**config.mk**
```make
export PLATFORM = sky130hd
export DESIGN_NAME = turn_req_gen
export DESIGN_NICKNAME = d
export VERILOG_FILES = /design/src/rtl/car_ctrl_pkg.sv /design/src/rtl/tick_timer.sv /design/src/rtl/turn_req_gen.sv
export SDC_FILE = /design/constraint.sdc
export NUM_CORES = 1
export LEC_CHECK = 0
export CORE_MARGIN = 2
export CORE_UTILIZATION = 40
export DETAILED_ROUTE_END_ITERATION = 8
export GPL_TIMING_DRIVEN = 0
export MAX_ROUTING_LAYER = met4
export SETUP_SLACK_MARGIN = 0.05
export SYNTH_ARGS = -nofsm -noshare
export SYNTH_HDL_FRONTEND = slang
export SYNTH_SLANG_ARGS = --single-unit
export TNS_END_PERCENT = 1
```
**constraint.sdc**
```tcl
create_clock -name clk_mid -period 2.27 [get_ports clk_mid]
set_input_delay 0.454 -clock clk_mid [delete_from_list [all_inputs] [get_ports clk_mid]]
set_output_delay 0.454 -clock clk_mid [all_outputs]
set_load 0.05 [all_outputs]
```
**src/rtl/car_ctrl_pkg.sv**
```systemverilog
// Shared definitions for the car-control slice: turn-indicator FSM states,
// default remote command codes and the downstream indication encoding.
package car_ctrl_pkg;

    typedef enum logic [2:0] {
        ST_IDLE     = 3'd0,
        ST_LEFT     = 3'd1,
        ST_RIGHT    = 3'd2,
        ST_TO_LEFT  = 3'd3,
        ST_TO_RIGHT = 3'd4
    } turn_state_t;

    localparam logic [7:0] CMD_LEFT_DFLT   = 8'h4C;
    localparam logic [7:0] CMD_RIGHT_DFLT  = 8'h52;
    localparam logic [7:0] CMD_CANCEL_DFLT = 8'h46;

    localparam int unsigned TMR_W = 8;

    localparam logic [1:0] IND_NONE  = 2'b00;
    localparam logic [1:0] IND_LEFT  = 2'b10;
    localparam logic [1:0] IND_RIGHT = 2'b01;

    // Transition states report the direction being switched to.
    function automatic logic [1:0] ind_of(input turn_state_t st);
        logic [1:0] ind;
        case (st)
            ST_LEFT, ST_TO_LEFT:   ind = IND_LEFT;
            ST_RIGHT, ST_TO_RIGHT: ind = IND_RIGHT;
            default:               ind = IND_NONE;
        endcase
        return ind;
    endfunction

endpackage

```
**src/rtl/tick_timer.sv**
```systemverilog
// Loadable down-counter that saturates at zero; flags zero for the turn FSM.
module tick_timer
    import car_ctrl_pkg::*;
(
    input  logic             clk_mid,
    input  logic             rst_n,
    input  logic             load,
    input  logic             dec,
    input  logic [TMR_W-1:0] load_val,
    output logic             zero
);

    logic [TMR_W-1:0] count_q;
    logic [TMR_W-1:0] count_d;

    // Next count: load wins over decrement, decrement stops at zero.
    always_comb begin
        count_d = count_q;
        if (load) begin
            count_d = load_val;
        end else if (dec && (count_q != {TMR_W{1'b0}})) begin
            count_d = count_q - {{(TMR_W-1){1'b0}}, 1'b1};
        end else begin
            count_d = count_q;
        end
    end

    // Count register.
    always_ff @(posedge clk_mid or negedge rst_n) begin
        if (!rst_n) begin
            count_q <= {TMR_W{1'b0}};
        end else begin
            count_q <= count_d;
        end
    end

    assign zero = (count_q == {TMR_W{1'b0}});

endmodule

```
**src/rtl/turn_req_gen.sv**
```systemverilog
// Turns remote steering commands into one-cycle indicator request pulses,
// with a one-cycle stop gap on direction changes and an inactivity auto-cancel.
module turn_req_gen
    import car_ctrl_pkg::*;
#(
    parameter int         TIMEOUT_TICKS = 24,
    parameter logic [7:0] CMD_LEFT      = CMD_LEFT_DFLT,
    parameter logic [7:0] CMD_RIGHT     = CMD_RIGHT_DFLT,
    parameter logic [7:0] CMD_CANCEL    = CMD_CANCEL_DFLT
) (
    input  logic       clk_mid,
    input  logic       rst_n,
    input  logic       cmd_valid,
    input  logic [7:0] cmd,
    output logic       left_light,
    output logic       right_light,
    output logic       stop,
    output logic [1:0] ind_state,
    output logic       cmd_err,
    output logic       cmd_drop
);

    localparam logic [TMR_W-1:0] LOAD_VAL = TMR_W'(TIMEOUT_TICKS - 1);

    turn_state_t state_q, state_d;
    logic        left_q, left_d, right_q, right_d, stop_q, stop_d;
    logic        err_q, err_d, drop_q, drop_d;
    logic [1:0]  ind_q, ind_d;
    logic        tmr_load, tmr_dec, tmr_zero;
    logic        is_left, is_right, is_cancel;

    assign is_left   = (cmd == CMD_LEFT);
    assign is_right  = (cmd == CMD_RIGHT);
    assign is_cancel = (cmd == CMD_CANCEL);

    tick_timer u_tick_timer (
        .clk_mid  (clk_mid),
        .rst_n    (rst_n),
        .load     (tmr_load),
        .dec      (tmr_dec),
        .load_val (LOAD_VAL),
        .zero     (tmr_zero)
    );

    // Next-state and response-pulse decode; a command beats a zero timer.
    always_comb begin
        state_d  = state_q;
        left_d   = 1'b0;
        right_d  = 1'b0;
        stop_d   = 1'b0;
        err_d    = 1'b0;
        drop_d   = 1'b0;
        tmr_load = 1'b0;
        tmr_dec  = 1'b0;
        case (state_q)
            ST_IDLE: begin
                if (cmd_valid) begin
                    if (is_left) begin
                        left_d   = 1'b1;
                        state_d  = ST_LEFT;
                        tmr_load = 1'b1;
                    end else if (is_right) begin
                        right_d  = 1'b1;
                        state_d  = ST_RIGHT;
                        tmr_load = 1'b1;
                    end else if (is_cancel) begin
                        state_d = ST_IDLE;
                    end else begin
                        err_d = 1'b1;
                    end
                end else begin
                    state_d = ST_IDLE;
                end
            end
            ST_LEFT, ST_RIGHT: begin
                if (cmd_valid) begin
                    if (is_cancel) begin
                        stop_d  = 1'b1;
                        state_d = ST_IDLE;
                    end else if (is_left || is_right) begin
                        if ((state_q == ST_LEFT) == is_left) begin
                            tmr_load = 1'b1;
                        end else begin
                            stop_d  = 1'b1;
                            state_d = is_left ? ST_TO_LEFT : ST_TO_RIGHT;
                        end
                    end else begin
                        err_d = 1'b1;
                    end
                end else if (tmr_zero) begin
                    stop_d  = 1'b1;
                    state_d = ST_IDLE;
                end else begin
                    tmr_dec = 1'b1;
                end
            end
            ST_TO_LEFT, ST_TO_RIGHT: begin
                // Single-cycle gap: incoming commands are discarded here.
                drop_d   = cmd_valid;
                tmr_load = 1'b1;
                if (state_q == ST_TO_LEFT) begin
                    left_d  = 1'b1;
                    state_d = ST_LEFT;
                end else begin
                    right_d = 1'b1;
                    state_d = ST_RIGHT;
                end
            end
            default: begin
                state_d = ST_IDLE;
            end
        endcase
        ind_d = ind_of(state_d);
    end

    // State and registered output flops.
    always_ff @(posedge clk_mid or negedge rst_n) begin
        if (!rst_n) begin
            state_q <= ST_IDLE;
            left_q  <= 1'b0;
            right_q <= 1'b0;
            stop_q  <= 1'b0;
            err_q   <= 1'b0;
            drop_q  <= 1'b0;
            ind_q   <= IND_NONE;
        end else begin
            state_q <= state_d;
            left_q  <= left_d;
            right_q <= right_d;
            stop_q  <= stop_d;
            err_q   <= err_d;
            drop_q  <= drop_d;
            ind_q   <= ind_d;
        end
    end

    assign left_light  = left_q;
    assign right_light = right_q;
    assign stop        = stop_q;
    assign ind_state   = ind_q;
    assign cmd_err     = err_q;
    assign cmd_drop    = drop_q;

endmodule

```
==> flow_metrics.tcl, run 1 <==
set metrics [dict create \
    fin_nets 145 \
    dp.cells 158 \
    core_mm2 0.00250 \
    syn_inst 111 \
    mostFrequentLayoutCell "dfrtp_1" \
    endpoint_kind "flop" \
    drive_gt1_frac 0.0985 \
    outcome "finished clean" \
    drt_iter0_drc 32 \
    setup_ws_ns 0.0851 \
    final_cell_mix "dfrtp_1, clkdlybuf4s50_1, nor2_1, nand3_1" \
    synth-seq-cells 18 \
    tritoncts "done" \
    synthTopCellsByArea "dfrtp_1, or4_1, nor2_1, nand3_1, o31ai_1" \
    yosysTopAreaCell "dfrtp_1" \
    synth_warnings 0 \
    start_util 0.425 \
    drt_pass1_iterations 4 \
    routabilityCongestion 0.812 \
    grt_pass1_wl_um 4000 \
    drv.max_cap_violation_count 0 \
    syn_to_final_growth_pct 23.5 \
    cts_buffers 3 \
    post-route-min-period_ns 2.18 \
    crit_required_ns 2.45 \
    hp-class "in -> async" \
    synth_top_area_frac 0.424 \
    worst_setup_path_start_kind "primary input" \
    clockBufferDepth 2 \
    htreeDepth 1 \
    rows 18 \
    grt_max_degree 19 \
    diodes 0 \
    finalSetupViolations 0 \
    syn_avg_cell_area_um2 9.58 \
    drc 0 \
    yosysSeqAreaShare 0.424 \
    hold_violations 0 \
    antenna_left 0 \
    die_y_um 55.6 \
    post_cts.repair.setup_buffers 0 \
    vias 978 \
    synthFlopType "dfrtp_1" \
    port-buffer-count 17 \
    holdWs_ns 0.588 \
    p_per_area_mw_per_mm2 612 \
    clock_latency_ns 0.31 \
    finClkSkew_ns 0.00782 \
    vias_per_cell 6.04 \
    ys_types 44 \
    place_ws_ns -0.223 \
    syn_nets 123 \
    root_buffer "clkbuf_4" \
    antenna_found_initial 0 \
    grt_pass1_vias 870 \
    track_usage 0.169 \
    netlist_area_mm2 0.00106 \
    layout.cells.non_filler 162 \
    post-dp-hpwl_um 1800 \
    fmax_ghz 0.458 \
    routed_wirelength_um 2340 \
    vdd_drop_max_uv 612 \
    cts_sinks 18 \
    cp_max_fo 4 \
    grt_overflow_total 0 \
    relSlewSlack 0.477 \
    maxSlewViolCount 0 \
    fp.dieW_um 55.6 \
    die-area_mm2 0.00309 \
    tightest_slew_ns 0.782 \
    clkSlewWorstSetupHoldPaths_ns 0.11 \
    path_class "in -> reg" \
    synth_edf_count 0 \
    rsz0062_at_grt "true" \
    arrival_ns 2.36 \
    synth-async-reset-ratio 1.00 \
    ios 18 \
    routedWlPerCell_um 14.4 \
    p_leak_nw 0.532 \
    period_share 0.962 \
    power.total_mw 0.804 \
]
## per-stage QoR
stage               setup TNS, ns  instance area (um2)   util
floorplan                       0                 1060      -
global placement            -1.72                 1270  0.509
detailed placement          -1.40                 1270  0.509
CTS                             0                 1310  0.523
global route               -0.201                 1310  0.526
finish                          0                 1310  0.526
## timing repair
action,4_1_cts,5_1_grt
resized for setup,0,1
hold buffers,0,0
setup endpoints to repair,0,6
## flip-flops by register name, summed over array words and instances, names as in the netlist
| name | flops |
|---|---|
| right_light | 1 |
| state_q | 3 |
| stop | 1 |
| ind_state | 2 |
| cmd_drop | 1 |
| left_light | 1 |
| cmd_err | 1 |
| u_tick_timer.count_q | 8 |
## critical path: stages
cell and delay, ns:
clkdlybuf4s50_1 0.52, nor4bb_1 0.59, a21oi_1 0.13, o31ai_1 0.57
nor2_1 0.10
## synth_stat cells (all sizes together), types with 2 or more instances
cell type and number:
and3 3, nand2 3, nor3 2, or4 5, a31oi 2, and2 3
mux2i 2, nor2 9, dfrtp 18, a21oi 5, or3b 2, buf 2
nand2b 3, o31ai 4, a211oi 3, clkbuf 2, nand4 2, nand3 6
nor4bb 2, nor2b 4, inv 3, o21ai 4, nor4 2
## final timing paths
check	startpoint	slack [ns]	end	cells past startpoint
worst min-delay path	rst_n	0.59	cmd_drop	1
worst max-delay path	cmd[3]	0.09	u_tick_timer.count_q[6]	5
min in group clk_mid	u_tick_timer.count_q[6]	0.59	u_tick_timer.count_q[6]	2
worst max register to register	u_tick_timer.count_q[2]	0.38	u_tick_timer.count_q[7]	4
worst min register to register	u_tick_timer.count_q[6]	0.59	u_tick_timer.count_q[6]	2
max in group asynchronous	rst_n	1.19	u_tick_timer.count_q[3]	1
## cell type report
cell class | count | area, um2
fill | 227 | 1190
timing repair buffer | 17 | 170
inverter | 3 | 11.3
tap | 30 | 37.5
buffer | 4 | 17.5
sequential | 18 | 450
multi-input combinational | 86 | 591
clock buffer | 4 | 36.3
## logic make-up (layout without fill, tap and decap cells)
kind of cell	Yosys count	in the layout	share of synthesized area
AOI/OAI and AO/OA	30	30	0.198
xor gates and xnor gates	2	2	0.0235
adders and majority gates	1	1	0.0118
buffers and inverters	7	28	0.0271
DFF	18	18	0.424
muxes	2	2	0.0188
and+or+nand+nor	51	51	0.298
## report_power, final
part	switching, mW	leakage (nW)	internal, mW
Sequential	0.0346	0.234	0.356
Combinational	0.121	0.277	0.0856
Clock	0.109	0.0210	0.0980
## routing by layer
layer  vias up  share of wire  track usage
met4         0          0.012       0.0453
met2        27           0.43        0.231
li1        474              -            -
met5         -              0            -
met1       473           0.51        0.240
met3         4          0.050       0.0515
(Power assumes the default switching activity.)
==> run 2, diff against run 1 <==
- CAP_MARGIN: not set -> 20
- CORE_UTILIZATION: 40 -> 51
- CTS_CLUSTER_DIAMETER: not set -> 50
- PLACE_DENSITY: not set -> 0.77
==> run 2 against run 1 <==
Die area down 20%. Combinational power down 2%. Largest power group unchanged. Sequential power about the same. Highest routed layer unchanged. Global-route usage up 5.5 points. Routed wire length up 1.5%. First-iteration DRC count up 9.4%. Critical endpoint is now u_tick_timer.count_q[1]. Register-to-register slack worse by 0.03 ns.
==> flow_metrics.tcl, run 2 (same netlist as run 1, synthesis figures left out) <==
set metrics [dict create \
    hp-class "reg -> reg" \
    grt_pass1_wl_um 4140 \
    cts_buffers 3 \
    fp.dieW_um 49.7 \
    grt_pass1_vias 895 \
    clock_latency_ns 0.29 \
    final_cell_mix "dfrtp_1, clkdlybuf4s50_1, nor2_1, nand3_1" \
    fin_nets 145 \
    rsz0062_at_grt "true" \
    holdWs_ns 0.581 \
    cts_sinks 18 \
    vias_per_cell 6.32 \
    syn_to_final_growth_pct 23.6 \
    die_y_um 49.7 \
    power.total_mw 0.789 \
    relSlewSlack 0.503 \
    drive_gt1_frac 0.106 \
    start_util 0.542 \
    arrival_ns 2.31 \
    clockBufferDepth 2 \
    grt_max_degree 19 \
    endpoint_kind "flop" \
    vias 1005 \
    antenna_found_initial 0 \
    place_ws_ns -0.232 \
    port-buffer-count 17 \
    vdd_drop_max_uv 460 \
    diodes 0 \
    track_usage 0.224 \
    die-area_mm2 0.00247 \
    core_mm2 0.00196 \
    tritoncts "done" \
    path_class "in -> reg" \
    period_share 0.942 \
    cp_max_fo 4 \
    routed_wirelength_um 2370 \
    setup_ws_ns 0.131 \
    drt_pass1_iterations 5 \
    p_leak_nw 0.534 \
    finClkSkew_ns 0.000485 \
    tightest_slew_ns 0.744 \
    regMostFlops "u_tick_timer.count_q" \
    clkSlewWorstSetupHoldPaths_ns 0.10 \
    rows 16 \
    ios 18 \
    largest_register_ff_count 8 \
    outcome "finished clean" \
    root_buffer "clkbuf_4" \
    dp.cells 155 \
    crit_required_ns 2.44 \
    fmax_ghz 0.468 \
    grt_overflow_total 0 \
    post-route-min-period_ns 2.14 \
    mostFrequentLayoutCell "dfrtp_1" \
    layout.cells.non_filler 159 \
    hold_violations 0 \
    routedWlPerCell_um 14.9 \
    drv.max_cap_violation_count 0 \
    maxSlewViolCount 0 \
    drt_iter0_drc 35 \
    routabilityCongestion 0.903 \
    finalSetupViolations 0 \
    p_per_area_mw_per_mm2 600 \
    antenna_left 0 \
    worst_setup_path_start_kind "primary input" \
    post-dp-hpwl_um 1750 \
    drc 0 \
    htreeDepth 1 \
]
## run 2: cell count changes in the layout (fill, tap and decap cells not counted)
cell,previous run,this run
o31ai_2,0,1
o31ai_1,4,3
## run 2: final timing paths
path / cells after the start / startpoint / to / slack [ns]
setup / recovery: 5 / cmd[0] / u_tick_timer.count_q[1] / 0.13
hold reg to reg: 2 / u_tick_timer.count_q[1] / u_tick_timer.count_q[1] / 0.58
max in group asynchronous: 1 / rst_n / ind_state[0] / 1.22
hold / removal: 2 / u_tick_timer.count_q[1] / u_tick_timer.count_q[1] / 0.58
setup reg to reg: 4 / u_tick_timer.count_q[2] / u_tick_timer.count_q[7] / 0.35
min in group asynchronous: 1 / rst_n / state_q[0] / 0.59
## run 2: final cells by class
type	count	area [um2]
tap	27	33.8
timing repair buffer	17	170
clock buffer	4	36.3
fill	176	647
sequential	18	450
buffer	4	17.5
inverter	3	11.3
multi-input combinational	86	596
## run 2: layer usage
layer,track usage,up-vias,wire length [um]
met2,0.318,46,1110
met5,-,-,0
li1,-,472,-
met4,0.0648,0,27
met1,0.326,482,1090
met3,0.0424,5,146
## run 2: report_power, final
part	switching (mW)	internal [mW]
logic	0.117	0.0847
registers	0.0334	0.356
clock network	0.101	0.0978
total	0.251	0.538
## run 2: stage by stage
step | setup TNS [ns] | utilization | area, um2
finish | 0 | 0.670 | 1320
global route | 0 | 0.670 | 1320
CTS | 0 | 0.665 | 1300
detailed placement | -1.59 | 0.646 | 1270
global placement | -1.27 | 0.646 | 1270
floorplan | 0 | - | 1060
## run 2: repair_timing
item	4_1_cts	5_1_grt
buffers inserted	0	0
hold buffers	0	0
resized for setup	0	2
setup endpoints to repair	0	5
## run 2: worst max-delay path: stages
cell	delay [ns]
clkdlybuf4s50_1	0.44
or4b_1	0.62
nor4_2	0.40
o31a_1	0.27
o311ai_1	0.12
==> run 3, diff against run 2 <==
- PLACE_DENSITY: 0.77 -> 0.81
==> run 3 against run 2 <==
Utilization is 0.26 points lower. Worst setup slack got worse by 0.060 ns. Global-route usage shrank 0.70 points. Clock skew rose by 0.0069 ns. Sequential power barely moved. Routed wire length shrank 1.1%. Cell count unchanged. Critical endpoint is now u_tick_timer.count_q[6]. Largest power group unchanged.
==> flow_metrics.tcl, run 3 (same netlist as run 1, synthesis figures left out) <==
set metrics [dict create \
    finalSetupViolations 0 \
    routabilityCongestion 0.919 \
    cts_sinks 18 \
    final_cell_mix "dfrtp_1, clkdlybuf4s50_1, nor2_1, nand3_1" \
    endpoint_kind "flop" \
    post_cts.repair.setup_buffers 0 \
    outcome "finished clean" \
    rsz0062_at_grt "true" \
    fin_nets 145 \
    hp-class "reg -> reg" \
    grt_pass1_vias 951 \
    maxSlewViolCount 0 \
    timing.rr.start "u_tick_timer.count_q[2]" \
    crit_required_ns 2.43 \
    holdBufCountCts 0 \
    p_per_area_mw_per_mm2 604 \
    root_buffer "clkbuf_4" \
    vias 996 \
    tightest_slew_ns 0.755 \
    largest_register_ff_count 8 \
    die_y_um 49.7 \
    post-dp-hpwl_um 1760 \
    arrival_ns 2.36 \
    path_class "in -> reg" \
    start_util 0.542 \
    drive_gt1_frac 0.0985 \
    rows 16 \
    antenna_found_initial 0 \
    rrSetupSlack_ns 0.38 \
    grt_max_degree 19 \
    drt_pass1_iterations 4 \
    routedWlPerCell_um 14.8 \
    drt_iter0_drc 49 \
    vdd_drop_max_uv 379 \
    whs_path_depth 2 \
    port-buffer-count 17 \
    reg2reg_depth 4 \
    post-route-min-period_ns 2.20 \
    min_from "u_tick_timer.count_q[1]" \
    tritoncts "done" \
    p_leak_nw 0.532 \
    layout.cells.non_filler 159 \
    period_share 0.969 \
    antenna_left 0 \
    hold_violations 0 \
    dp.cells 155 \
    drv.max_cap_violation_count 0 \
    finClkSkew_ns 0.00743 \
    regMostFlops "u_tick_timer.count_q" \
    fp.dieW_um 49.7 \
    diodes 0 \
    grt_overflow_total 0 \
    die-area_mm2 0.00247 \
    drc 0 \
    vias_per_cell 6.26 \
    holdWs_ns 0.581 \
    clockBufferDepth 2 \
    clkSlewWorstSetupHoldPaths_ns 0.10 \
    fmax_ghz 0.455 \
    htreeDepth 1 \
    ios 18 \
    mostFrequentLayoutCell "dfrtp_1" \
    syn_to_final_growth_pct 23.2 \
    core_mm2 0.00196 \
    cts_buffers 3 \
    cp_max_fo 5 \
    rr_endpoint "u_tick_timer.count_q[7]" \
    relSlewSlack 0.495 \
    worst_setup_path_start_kind "primary input" \
    hold_end "u_tick_timer.count_q[1]" \
    grt_pass1_wl_um 4060 \
    routed_wirelength_um 2350 \
    clock_latency_ns 0.29 \
    track_usage 0.217 \
]
## run 3: cell count changes in the layout (fill, tap and decap cells not counted)
cell	before	now
o31ai_1	3	4
o31ai_2	1	0
## run 3: area by class of cell
type / instances / area (um2)
fillers: 169 / 652
multi-input cells: 86 / 591
flip-flops and latches: 18 / 450
repair buffers: 17 / 170
clock buffers: 4 / 36.3
well taps: 27 / 33.8
plain buffers: 4 / 17.5
inverters: 3 / 11.3
## run 3: worst max-delay path by stage
stage / end / slack [ns] / from
3_3_place_gp: u_tick_timer.count_q[1] / -0.15 / cmd[0]
4_1_cts: u_tick_timer.count_q[2] / 0.07 / cmd[0]
3_5_place_dp: u_tick_timer.count_q[2] / -0.18 / cmd[0]
6_report: u_tick_timer.count_q[6] / 0.07 / cmd[4]
2_1_floorplan: u_tick_timer.count_q[1] / 0.48 / cmd[0]
5_1_grt: u_tick_timer.count_q[7] / 0.02 / cmd[3]
## run 3: critical path, stage by stage
cell and delay [ns]:
clkdlybuf4s50_1 0.56, nor4bb_1 0.54, a21oi_1 0.18, o31ai_1 0.52, nor2_1 0.10
## run 3: stage by stage
stage	TNS (ns)	setup slack [ns]	util	instance area (um2)	total power, mW
after CTS	0	0.0727	0.665	1300	0.792
after floorplan	0	0.477	-	1060	0.522
final	0	0.0715	0.668	1310	0.791
after global placement	-1.11	-0.148	0.646	1270	0.586
after detailed placement	-1.22	-0.184	0.646	1270	0.597
after global routing	0	0.0180	0.668	1310	0.848
## run 3: layer usage
metal,vias to the layer above,share of wire,track usage
li1,472,-,-
met1,477,0.42,0.274
met2,43,0.50,0.349
met3,4,0.058,0.0364
met4,0,0.016,0.0833
met5,-,0,-
## run 3: power breakdown
part | switching [mW] | total [mW] | internal [mW]
combinational | 0.119 | 0.204 | 0.0854
sequential | 0.0336 | 0.389 | 0.356
clock | 0.100 | 0.198 | 0.0975
total | 0.253 | 0.791 | 0.539
## run 3: timing repair
item / in CTS / in global routing
gates resized for setup: 0 / 1
setup endpoints to repair: 0 / 8
endpoints found under the hold margin: 0 / 0
==> variant (config.mk and constraints of run 3) <==
The parameter `TIMEOUT_TICKS` goes from 24 to 12.
--- a/src/rtl/turn_req_gen.sv
+++ b/src/rtl/turn_req_gen.sv
@@ -3,7 +3,7 @@
 module turn_req_gen
     import car_ctrl_pkg::*;
 #(
-    parameter int         TIMEOUT_TICKS = 24,
+    parameter int         TIMEOUT_TICKS = 12,
     parameter logic [7:0] CMD_LEFT      = CMD_LEFT_DFLT,
     parameter logic [7:0] CMD_RIGHT     = CMD_RIGHT_DFLT,
     parameter logic [7:0] CMD_CANCEL    = CMD_CANCEL_DFLT
Behaviour: same outputs for any inputs over 10 cycles, from zero or initial values and one cycle with rst_n low; that may be too few to reach the edited logic, so the function may still have changed.
==> variant against run 3 <==
Area after synthesis down 1.1%. Synthesized cell count is 7.2% lower. Setup slack better by 160 ps. Largest cell class unchanged. Total power increased by 21%. Via count down 14%. Critical path depth up 1. Routed wire length down 16%. Combinational power rose by 75%. Design area fell by 2.4%. Sequential cell count stayed put. Sequential power increased by 17%. Worst hold slack got worse by 61 ps. Largest power group unchanged. Clock skew fell by 5.6 ps. Count of clock-buffer cells in the layout down 1.
==> variant: results (changes against run 3) <==
- Status: complete, no violations
- Fin nets: 137 (-5.5%)
- Synth-to-Final Area Change: 21.5%
- DP HPWL: 1510 um (-14%)
- Largest reg by FF count: u_tick_timer.count_q
- DRT Pass-1 Iters: 4 (unchanged)
- Post-synthesis compound-gate area fraction: 18.0% (-1.8 points)
- Worst-path clk slew: roughly 90 ps
- Skew-Pair Late Insertion Delay: 280 ps
- Crit path largest cell delay: 500 ps (-60 ps)
- Slew margin rel.: 48.1% (-1.4 points)
- Xor/xnor cell area share of the yosys netlist: 4.99% (+2.6 points)
- Total wire length: 1980 um (-16%)
- Total GRT Usage: 19.6% (-2.1 points)
- CP max FO: 9 (+4)
- DP Area: 1260 um^2 (-0.89%)
- Peak VDD IR: 0.000678 V (+79%)
- Post-CTS Resized: 0 (unchanged)
- Pleak: 0.000554 uW (+4.1%)
- Worst min path class: reg -> reg
- Final GP Congestion: 0.837 (-8.9%)
- CP max-delay cell: nor4b_4
- Setup slack at placement: -62.0 ps (+122 ps)
- Vias per inst: 5.73 (-8.6%)
- Clk_skew: 1.83 ps (-5.60 ps)
- Iteration-0 DRC Markers: 23 (-53%)
- # diodes: 0 (unchanged)
- Filler instances: 162 (-4.1%)
- Global-route wire length before repair: 3620 um (-11%)
- Vias in the first global route: 902 (-5.2%)
- Ratio of cells with drive above 1 in the final layout: 9.76% (-0.092 points)
- Synth top area cells: dfrtp_1 (43%), nor2b_1 (4.2%), xor2_1 (4.2%)
- Post-CTS Setup Bufs: 0 (unchanged)
- Post-synth ARST share: 100% (unchanged)
- Register area share after synthesis: 42.8% (+0.45 points)
- CP Data Arrival Time: 2210 ps (-150 ps)
- Mux cell area share after synthesis: 1.90% (+0.020 points)
- Adder-cell share of the synthesized area: 1.19% (+0.013 points)
- Top cells by count, synth: dfrtp_1 (18), nor2_1 (10), nand3_1 (7), nor2b_1 (7)
- Area leader, netlist: dfrtp_1
- Cell at the root of the clock tree: clkbuf_4
- Synth cell types: 42 (-4.5%)
- Post-Syn Nets: 115 (-6.5%)
==> variant: kinds of logic (layout without fill, tap and decap cells) <==
group / after synthesis / after routing
xor+xnor: 6 / 6
compound gates: 20 / 20
fa+ha+maj: 1 / 1
simple gates: 52 / 52
buf+inv: 4 / 24
mux: 2 / 2
flops: 18 / 18
==> variant: per-layer routing <==
metal	share of wire [%]	global-route usage, %
met3	5.3	6.75
met5	0	-
met1	44	22.5
met2	49	33.1
met4	1.3	4.17
==> variant: path summary, 6_finish.rpt <==
check	depth (start not counted)	to	slack (ps)	from
setup / recovery	6	u_tick_timer.count_q[1]	230	cmd[0]
hold / removal	1	u_tick_timer.count_q[1]	520	u_tick_timer.count_q[1]
setup reg to reg	7	u_tick_timer.count_q[1]	430	u_tick_timer.count_q[0]
hold reg to reg	1	u_tick_timer.count_q[1]	520	u_tick_timer.count_q[1]
max in group asynchronous	1	u_tick_timer.count_q[0]	1170	rst_n
min in group asynchronous	1	u_tick_timer.count_q[7]	620	rst_n
==> variant: where the power goes <==
group | internal (uW) | switching, uW
combinational | 162 | 195
sequential | 391 | 64.5
clock | 61.7 | 85.4
==> variant: final cells by class <==
class                      instances  area share [%]
clock buffer                       3            1.76
multi-input combinational         81            45.9
timing repair buffer              17            13.3
buffer                             1           0.294
sequential                        18            35.2
inverter                           3           0.881
tap                               27            2.64
==> variant: worst reg2reg max path: stages (launching register included) <==
cell and delay (ps):
dfrtp_1 380, inv_1 90, ha_1 180, nor3b_1 370, nand2_1 230, nand2_1 180, nor2_1 50, a211o_1 250
==> variant: metrics by stage <==
stage	hold slack [ps]	TNS, ps	std cells
after detailed placement	500	-423	147
after floorplan	158	0	103
after CTS	522	0	150
after global placement	494	-14.8	147
after global routing	551	0	150
final	520	0	150
